**src/rtl/mips_ctrl_pkg.sv**
```systemverilog
// Purpose : shared types and constants for the multicycle MIPS controller.
// Latency : n/a (types, constants and one pure decode helper).
// Backpr. : n/a.
package mips_ctrl_pkg;

  typedef enum logic [3:0] {
    ST_IDLE,
    ST_FETCH,
    ST_DECODE,
    ST_MEMADR,
    ST_MEMRD,
    ST_MEMWB,
    ST_MEMWR,
    ST_RTYPEEX,
    ST_RTYPEWB,
    ST_BEQEX,
    ST_ADDIEX,
    ST_ADDIWB,
    ST_JEX
  } ctrl_state_t;

  localparam logic [5:0] OP_RTYPE = 6'b000000;
  localparam logic [5:0] OP_LW    = 6'b100011;
  localparam logic [5:0] OP_SW    = 6'b101011;
  localparam logic [5:0] OP_BEQ   = 6'b000100;
  localparam logic [5:0] OP_ADDI  = 6'b001000;
  localparam logic [5:0] OP_J     = 6'b000010;

  localparam logic [1:0] ALUOP_ADD   = 2'b00;
  localparam logic [1:0] ALUOP_SUB   = 2'b01;
  localparam logic [1:0] ALUOP_FUNCT = 2'b10;

  localparam logic [1:0] PCSRC_ALU    = 2'b00;
  localparam logic [1:0] PCSRC_ALUOUT = 2'b01;
  localparam logic [1:0] PCSRC_JUMP   = 2'b10;

  localparam logic [1:0] SRCB_B      = 2'b00;
  localparam logic [1:0] SRCB_FOUR   = 2'b01;
  localparam logic [1:0] SRCB_IMM    = 2'b10;
  localparam logic [1:0] SRCB_IMM_SH = 2'b11;

  // Full control word; the top unpacks it onto individual ports.
  typedef struct packed {
    logic       mem_req;
    logic       mem_write;
    logic       iord;
    logic       ir_write;
    logic       pc_en;
    logic [1:0] pc_src;
    logic       alu_src_a;
    logic [1:0] alu_src_b;
    logic [1:0] alu_op;
    logic       reg_dst;
    logic       mem_to_reg;
    logic       reg_write;
    logic       illegal_op;
  } ctrl_t;

  function automatic logic is_legal_op(input logic [5:0] op);
    case (op)
      OP_RTYPE, OP_LW, OP_SW, OP_BEQ, OP_ADDI, OP_J: is_legal_op = 1'b1;
      default:                                       is_legal_op = 1'b0;
    endcase
  endfunction

endpackage

```
**src/rtl/mips_ctrl_outdec.sv**
```systemverilog
// Purpose : combinational state -> control-word decode for the multicycle controller.
// Latency : 0 cycles (pure combinational from the state register).
// Backpr. : memory stall only gates ir_write/pc_en in FETCH via mem_rdy.
// Ports   : state, op (DECODE only), zero (BEQEX only), mem_rdy -> ctrl word.
module mips_ctrl_outdec
  import mips_ctrl_pkg::*;
(
  input  ctrl_state_t state,
  input  logic [5:0]  op,
  input  logic        zero,
  input  logic        mem_rdy,
  output ctrl_t       ctrl
);

  always_comb begin
    ctrl = '0;
    case (state)
      ST_FETCH: begin
        ctrl.mem_req   = 1'b1;
        ctrl.alu_src_b = SRCB_FOUR;
        ctrl.alu_op    = ALUOP_ADD;
        ctrl.pc_src    = PCSRC_ALU;
        // Only commit the instruction and PC+4 once memory delivers.
        ctrl.ir_write  = mem_rdy;
        ctrl.pc_en     = mem_rdy;
      end
      ST_DECODE: begin
        ctrl.alu_src_b  = SRCB_IMM_SH;
        ctrl.alu_op     = ALUOP_ADD;
        ctrl.illegal_op = ~is_legal_op(op);
      end
      ST_MEMADR, ST_ADDIEX: begin
        ctrl.alu_src_a = 1'b1;
        ctrl.alu_src_b = SRCB_IMM;
        ctrl.alu_op    = ALUOP_ADD;
      end
      ST_MEMRD: begin
        ctrl.mem_req = 1'b1;
        ctrl.iord    = 1'b1;
      end
      ST_MEMWB: begin
        ctrl.mem_to_reg = 1'b1;
        ctrl.reg_write  = 1'b1;
      end
      ST_MEMWR: begin
        ctrl.mem_req   = 1'b1;
        ctrl.mem_write = 1'b1;
        ctrl.iord      = 1'b1;
      end
      ST_RTYPEEX: begin
        ctrl.alu_src_a = 1'b1;
        ctrl.alu_src_b = SRCB_B;
        ctrl.alu_op    = ALUOP_FUNCT;
      end
      ST_RTYPEWB: begin
        ctrl.reg_dst   = 1'b1;
        ctrl.reg_write = 1'b1;
      end
      ST_BEQEX: begin
        ctrl.alu_src_a = 1'b1;
        ctrl.alu_src_b = SRCB_B;
        ctrl.alu_op    = ALUOP_SUB;
        ctrl.pc_src    = PCSRC_ALUOUT;
        ctrl.pc_en     = zero;
      end
      ST_ADDIWB: begin
        ctrl.reg_write = 1'b1;
      end
      ST_JEX: begin
        ctrl.pc_src = PCSRC_JUMP;
        ctrl.pc_en  = 1'b1;
      end
      default: ctrl = '0;
    endcase
  end

endmodule

```
**src/rtl/mips_multicycle_ctrl.sv**
```systemverilog
// Purpose : multicycle MIPS main controller (Moore FSM) with fetched-instruction counter.
// Latency : lw 5, sw/R-type/addi 4, beq/j 3, illegal 2 cycles; +1 per stalled memory cycle.
// Backpr. : holds FETCH/MEMRD/MEMWR while mem_ready=0 (ignored when USE_MEM_READY=0).
// Ports   : clk, reset (async, high); op, zero, mem_ready in; datapath controls,
//           illegal_op pulse and 32-bit instr_cnt out.
module mips_multicycle_ctrl
  import mips_ctrl_pkg::*;
#(
  parameter int USE_MEM_READY = 1
) (
  input  logic        clk,
  input  logic        reset,
  input  logic [5:0]  op,
  input  logic        zero,
  input  logic        mem_ready,
  output logic        mem_req,
  output logic        mem_write,
  output logic        iord,
  output logic        ir_write,
  output logic        pc_en,
  output logic [1:0]  pc_src,
  output logic        alu_src_a,
  output logic [1:0]  alu_src_b,
  output logic [1:0]  alu_op,
  output logic        reg_dst,
  output logic        mem_to_reg,
  output logic        reg_write,
  output logic        illegal_op,
  output logic [31:0] instr_cnt
);

  ctrl_state_t state;
  ctrl_t       ctrl;
  logic        mem_rdy;

  assign mem_rdy = (USE_MEM_READY != 0) ? mem_ready : 1'b1;

  // op is only looked at in DECODE and MEMADR; other cycles ignore it.
  always_ff @(posedge clk or posedge reset) begin
    if (reset) begin
      state     <= ST_IDLE;
      instr_cnt <= '0;
    end else begin
      case (state)
        ST_IDLE:  state <= ST_FETCH;
        ST_FETCH: begin
          if (mem_rdy) begin
            state     <= ST_DECODE;
            instr_cnt <= instr_cnt + 32'd1;
          end
        end
        ST_DECODE: begin
          case (op)
            OP_LW, OP_SW: state <= ST_MEMADR;
            OP_RTYPE:     state <= ST_RTYPEEX;
            OP_BEQ:       state <= ST_BEQEX;
            OP_ADDI:      state <= ST_ADDIEX;
            OP_J:         state <= ST_JEX;
            default:      state <= ST_FETCH;
          endcase
        end
        ST_MEMADR:  state <= (op == OP_LW) ? ST_MEMRD : ST_MEMWR;
        ST_MEMRD:   if (mem_rdy) state <= ST_MEMWB;
        ST_MEMWR:   if (mem_rdy) state <= ST_FETCH;
        ST_RTYPEEX: state <= ST_RTYPEWB;
        ST_ADDIEX:  state <= ST_ADDIWB;
        ST_MEMWB, ST_RTYPEWB, ST_BEQEX, ST_ADDIWB, ST_JEX: state <= ST_FETCH;
        default:    state <= ST_IDLE;
      endcase
    end
  end

  mips_ctrl_outdec u_outdec (
    .state   (state),
    .op      (op),
    .zero    (zero),
    .mem_rdy (mem_rdy),
    .ctrl    (ctrl)
  );

  assign mem_req    = ctrl.mem_req;
  assign mem_write  = ctrl.mem_write;
  assign iord       = ctrl.iord;
  assign ir_write   = ctrl.ir_write;
  assign pc_en      = ctrl.pc_en;
  assign pc_src     = ctrl.pc_src;
  assign alu_src_a  = ctrl.alu_src_a;
  assign alu_src_b  = ctrl.alu_src_b;
  assign alu_op     = ctrl.alu_op;
  assign reg_dst    = ctrl.reg_dst;
  assign mem_to_reg = ctrl.mem_to_reg;
  assign reg_write  = ctrl.reg_write;
  assign illegal_op = ctrl.illegal_op;

endmodule

```
**config.mk**
```make
export PLATFORM = sky130hd
export DESIGN_NAME = mips_multicycle_ctrl
export DESIGN_NICKNAME = d
export VERILOG_FILES = /design/src/rtl/mips_ctrl_pkg.sv /design/src/rtl/mips_ctrl_outdec.sv /design/src/rtl/mips_multicycle_ctrl.sv
export SDC_FILE = /design/constraint.sdc
export NUM_CORES = 1
export LEC_CHECK = 0
export BUFFER_PORTS_ARGS = -buffer_cell sky130_fd_sc_hd__buf_2
export CORE_UTILIZATION = 38
export DETAILED_ROUTE_END_ITERATION = 10
export GPL_TIMING_DRIVEN = 0
export HOLD_SLACK_MARGIN = 0.05
export PLACE_DENSITY_LB_ADDON = 0.08
export SETUP_SLACK_MARGIN = 0.3
export SYNTH_ARGS = -nofsm -noshare
export SYNTH_HDL_FRONTEND = slang
export SYNTH_SLANG_ARGS = --single-unit
```
**constraint.sdc**
```tcl
create_clock -name clk -period 3.2 [get_ports clk]
set_input_delay 0.32 -clock clk [delete_from_list [all_inputs] [get_ports clk]]
set_output_delay 0.32 -clock clk [all_outputs]
set_load 0.1 [all_outputs]
```
==> reports/metrics.csv <==
stage,metric,value,unit
outcome,run status,"finished, final reports clean",
global_route,vias in the first global route,1562,
global_route,largest net degree at the start of global routing,37,
placed_design,GPL Wtd Cong,0.769,
power,Clk pwr share,18.1,%
global_route,initial antenna violation count,0,
clock_network,cts bufs inserted,5,
power,Pint,0.972,mW
clock_network,Clock Latency Late Sink,0.29,ns
yosys,top-area cell type share of the netlist area,44.6,%
sta,Finish-stage setup viols,0,
floorplanning,Die Y,74.9,um
yosys,top cell type by total area after synthesis,dfrtp_1,
clock_network,Clock Pin Slew Worst Setup and Hold Paths,0.07,ns
sta,Slew headroom,50.4,%
global_route,gr usage total,16.7,%
yosys,register bit count reported by yosys,36,
yosys,Syn Inst Count,204,
clock_network,Resize count post-CTS,0,
finish,Nets,278,
global_route,GRT overflow,0,
finish,# diodes,0,
critical_path,crit-path max FO,10,
yosys,Main synth FF type,dfrtp_1,
sta,post-route minimum period,2.41,ns
critical_path,CP Class,register to output pin,
finish,layout filler cell count,499,
power,PD cells,877,mW/mm^2
yosys,count of different cell masters after synthesis,49,
run,maxcap violations,0,
critical_path,Crit. End Element,output pin,
floorplanning,Core Region,0.00511,sq mm
power,P_sw,1.24,mW
finish,Non-Filler Instances,338,
yosys,Post-synth ARST share,100,%
sta,"Slew Viols, Final",0,
placed_design,Placed Cells,330,
floorplanning,top-level I/O count,58,
sta,RSZ-0062 raised after global routing,false,
yosys,Yosys warnings,0,
route,Vias,1709,
yosys,most common cell in the synthesized netlist,dfrtp_1,
critical_path,Arrival @ worst endpoint,2.09,ns
clock_network,TritonCTS clock tree,built,
yosys,Syn Nets,215,
floorplanning,# rows,26,
route,Pre-antenna DRT Iters,4,
floorplanning,die area,0.00562,sq mm
clock_network,# Post-CTS Setup Buffers,0,
sta,Final Hold Vio Count,0,
yosys,syn avg cell area,9.91,sq um
sta,maximum clock frequency,0.415,GHz
power,Combinational Power Share,56.1,%
route,Post-route DRC,0,
yosys,Post-synth EDFFs,0,
global_route,first-pass GRT wire length,7220,um
hold_path,Tightest Hold Check Type,primary input to async pin,
sta,Worst Max-Slew Pin Slew,0.744,ns
power,VDD IR-drop max,0.833,mV
route,Routed WL,4370,um
sta,period utilization,75.4,%
yosys,synth top area cells,"dfrtp_1 45%, xnor2_1 12%, nand4_1 5.9%, nand2_1 2.8%, nor2_1 2.8%",
critical_path,Worst Setup Start Kind,register,
yosys,cell area after synthesis,0.00202,sq mm
sta,setup ws final,0.787,ns
sta,Worst Clk Skew,0.00598,ns
floorplanning,Initial Util,39.6,%
clock_network,Max clock buf depth,2,
power,Final Power,2.21,mW
yosys,Post-synth top cells,"36 x dfrtp_1, 27 x xnor2_1, 19 x nand4_1",
clock_network,clock tree sinks,36,
yosys,register area share after synthesis,44.6,%
placed_design,Place WS,1.04,ns
finish,area delta synth->final,24.4,%
critical_path,Worst Path Required,2.88,ns
power,Switching Share,56.0,%
clock_network,hold_buf cts,0,
placed_design,Port Buffers,56,
floorplanning,Die X-Extent,74.9,um
power,LEAKAGE,1.19,nW
route,WL per Instance,12.9,um
clock_network,# H-tree levels,2,
placed_design,HPWL after DPL,3090,um
finish,layout cells sized above 1,29.9,%
power,Sequential Power Share,25.8,%
route,drt first-iter violations,91,
route,vias per cell,5.06,
clock_network,root buffer cell,clkbuf_8,
route,Final ANT Viol Nets,0,
[final timing paths]
kind	start	to	slack [ns]	cells past startpoint
max	state[1]$_DFFE_PP0P_	alu_src_b[0]	0.79	4
min	reset	instr_cnt[0]$_DFFE_PP0P_	0.16	2
max reg2reg	state[1]$_DFFE_PP0P_	instr_cnt[28]$_DFFE_PP0P_	1.37	5
min reg2reg	instr_cnt[31]$_DFFE_PP0P_	instr_cnt[31]$_DFFE_PP0P_	0.47	1
max in group asynchronous	reset	instr_cnt[28]$_DFFE_PP0P_	2.56	2
min in group clk	mem_ready	state[1]$_DFFE_PP0P_	0.40	2
[worst max-delay path: stages, from the launching register on]
cell and delay [ns]:
dfrtp_1 0.44, buf_1 0.43, nand2b_1 0.29, a21oi_1 0.20, buf_2 0.44
[per-stage QoR]
step	hold slack, ns	TNS [ns]	cell area [sq um]	utilization (%)
after global routing	0.235	0	2520	49.3
after global placement	0.456	0	2400	47.1
after detailed placement	0.458	0	2400	47.1
after floorplan	0.487	-0.178	2040	-
final	0.160	0	2520	49.3
after CTS	0.198	0	2520	49.3
[layout make-up]
class	count	area (sq um)	area share (%)
timing repair buffer	56	280	11.1
multi-input combinational	156	1080	42.8
inverter	3	11.3	0.448
sequential	36	901	35.8
buffer	9	47.5	1.89
clock buffer	5	68.8	2.73
tap	70	87.6	3.48
clock inverter	3	42.5	1.69
[routing by layer]
layer,vias up,GRT usage (%),part of all wire (%)
met5,-,0,0
met4,0,4.40,0.69
met3,5,3.88,4.9
met2,44,25.1,45
met1,802,24.3,49
li1,858,-,-
[logic make-up after synthesis]
family | share of synthesized area (%)
xor gates and xnor gates | 14.3
adders and majority gates | 1.11
muxes | 1.55
and+or+nand+nor | 28.3
buffers and inverters | 2.91
DFF | 44.6
AOI/OAI and AO/OA | 7.30
[flip-flops by register name (all words and copies together), names as in the netlist]
register,flops
state,4
instr_cnt,32
[power groups by stage]
stage	Sequential, mW	Clock (mW)	Combinational [mW]
floorplan	0.777	0	0.858
global placement	0.576	0	1.25
detailed placement	0.576	0	1.24
CTS	0.569	0.408	1.25
global route	0.578	0.435	1.31
finish	0.569	0.399	1.24
[cells in the final DEF (no fill, tap or decap), types with 2 or more instances in the layout]
master    count
buf_2        57
dfrtp_1      36
xnor2_1      27
nand4_1      19
nor2_1       15
nand2_1      15
nand3_1      10
nand2b_1      6
xor2_1        6
clkbuf_8      5
and3_1        4
clkbuf_1      4
nor3_1        4
a21oi_1       4
nor4_1        3
and2_1        3
o21ai_0       3
nor3_2        3
nor4_4        2
inv_1         2
and4_1        2
nor2b_1       2
mux2i_1       2
o21a_1        2
Power figures use the tool's default switching activity.
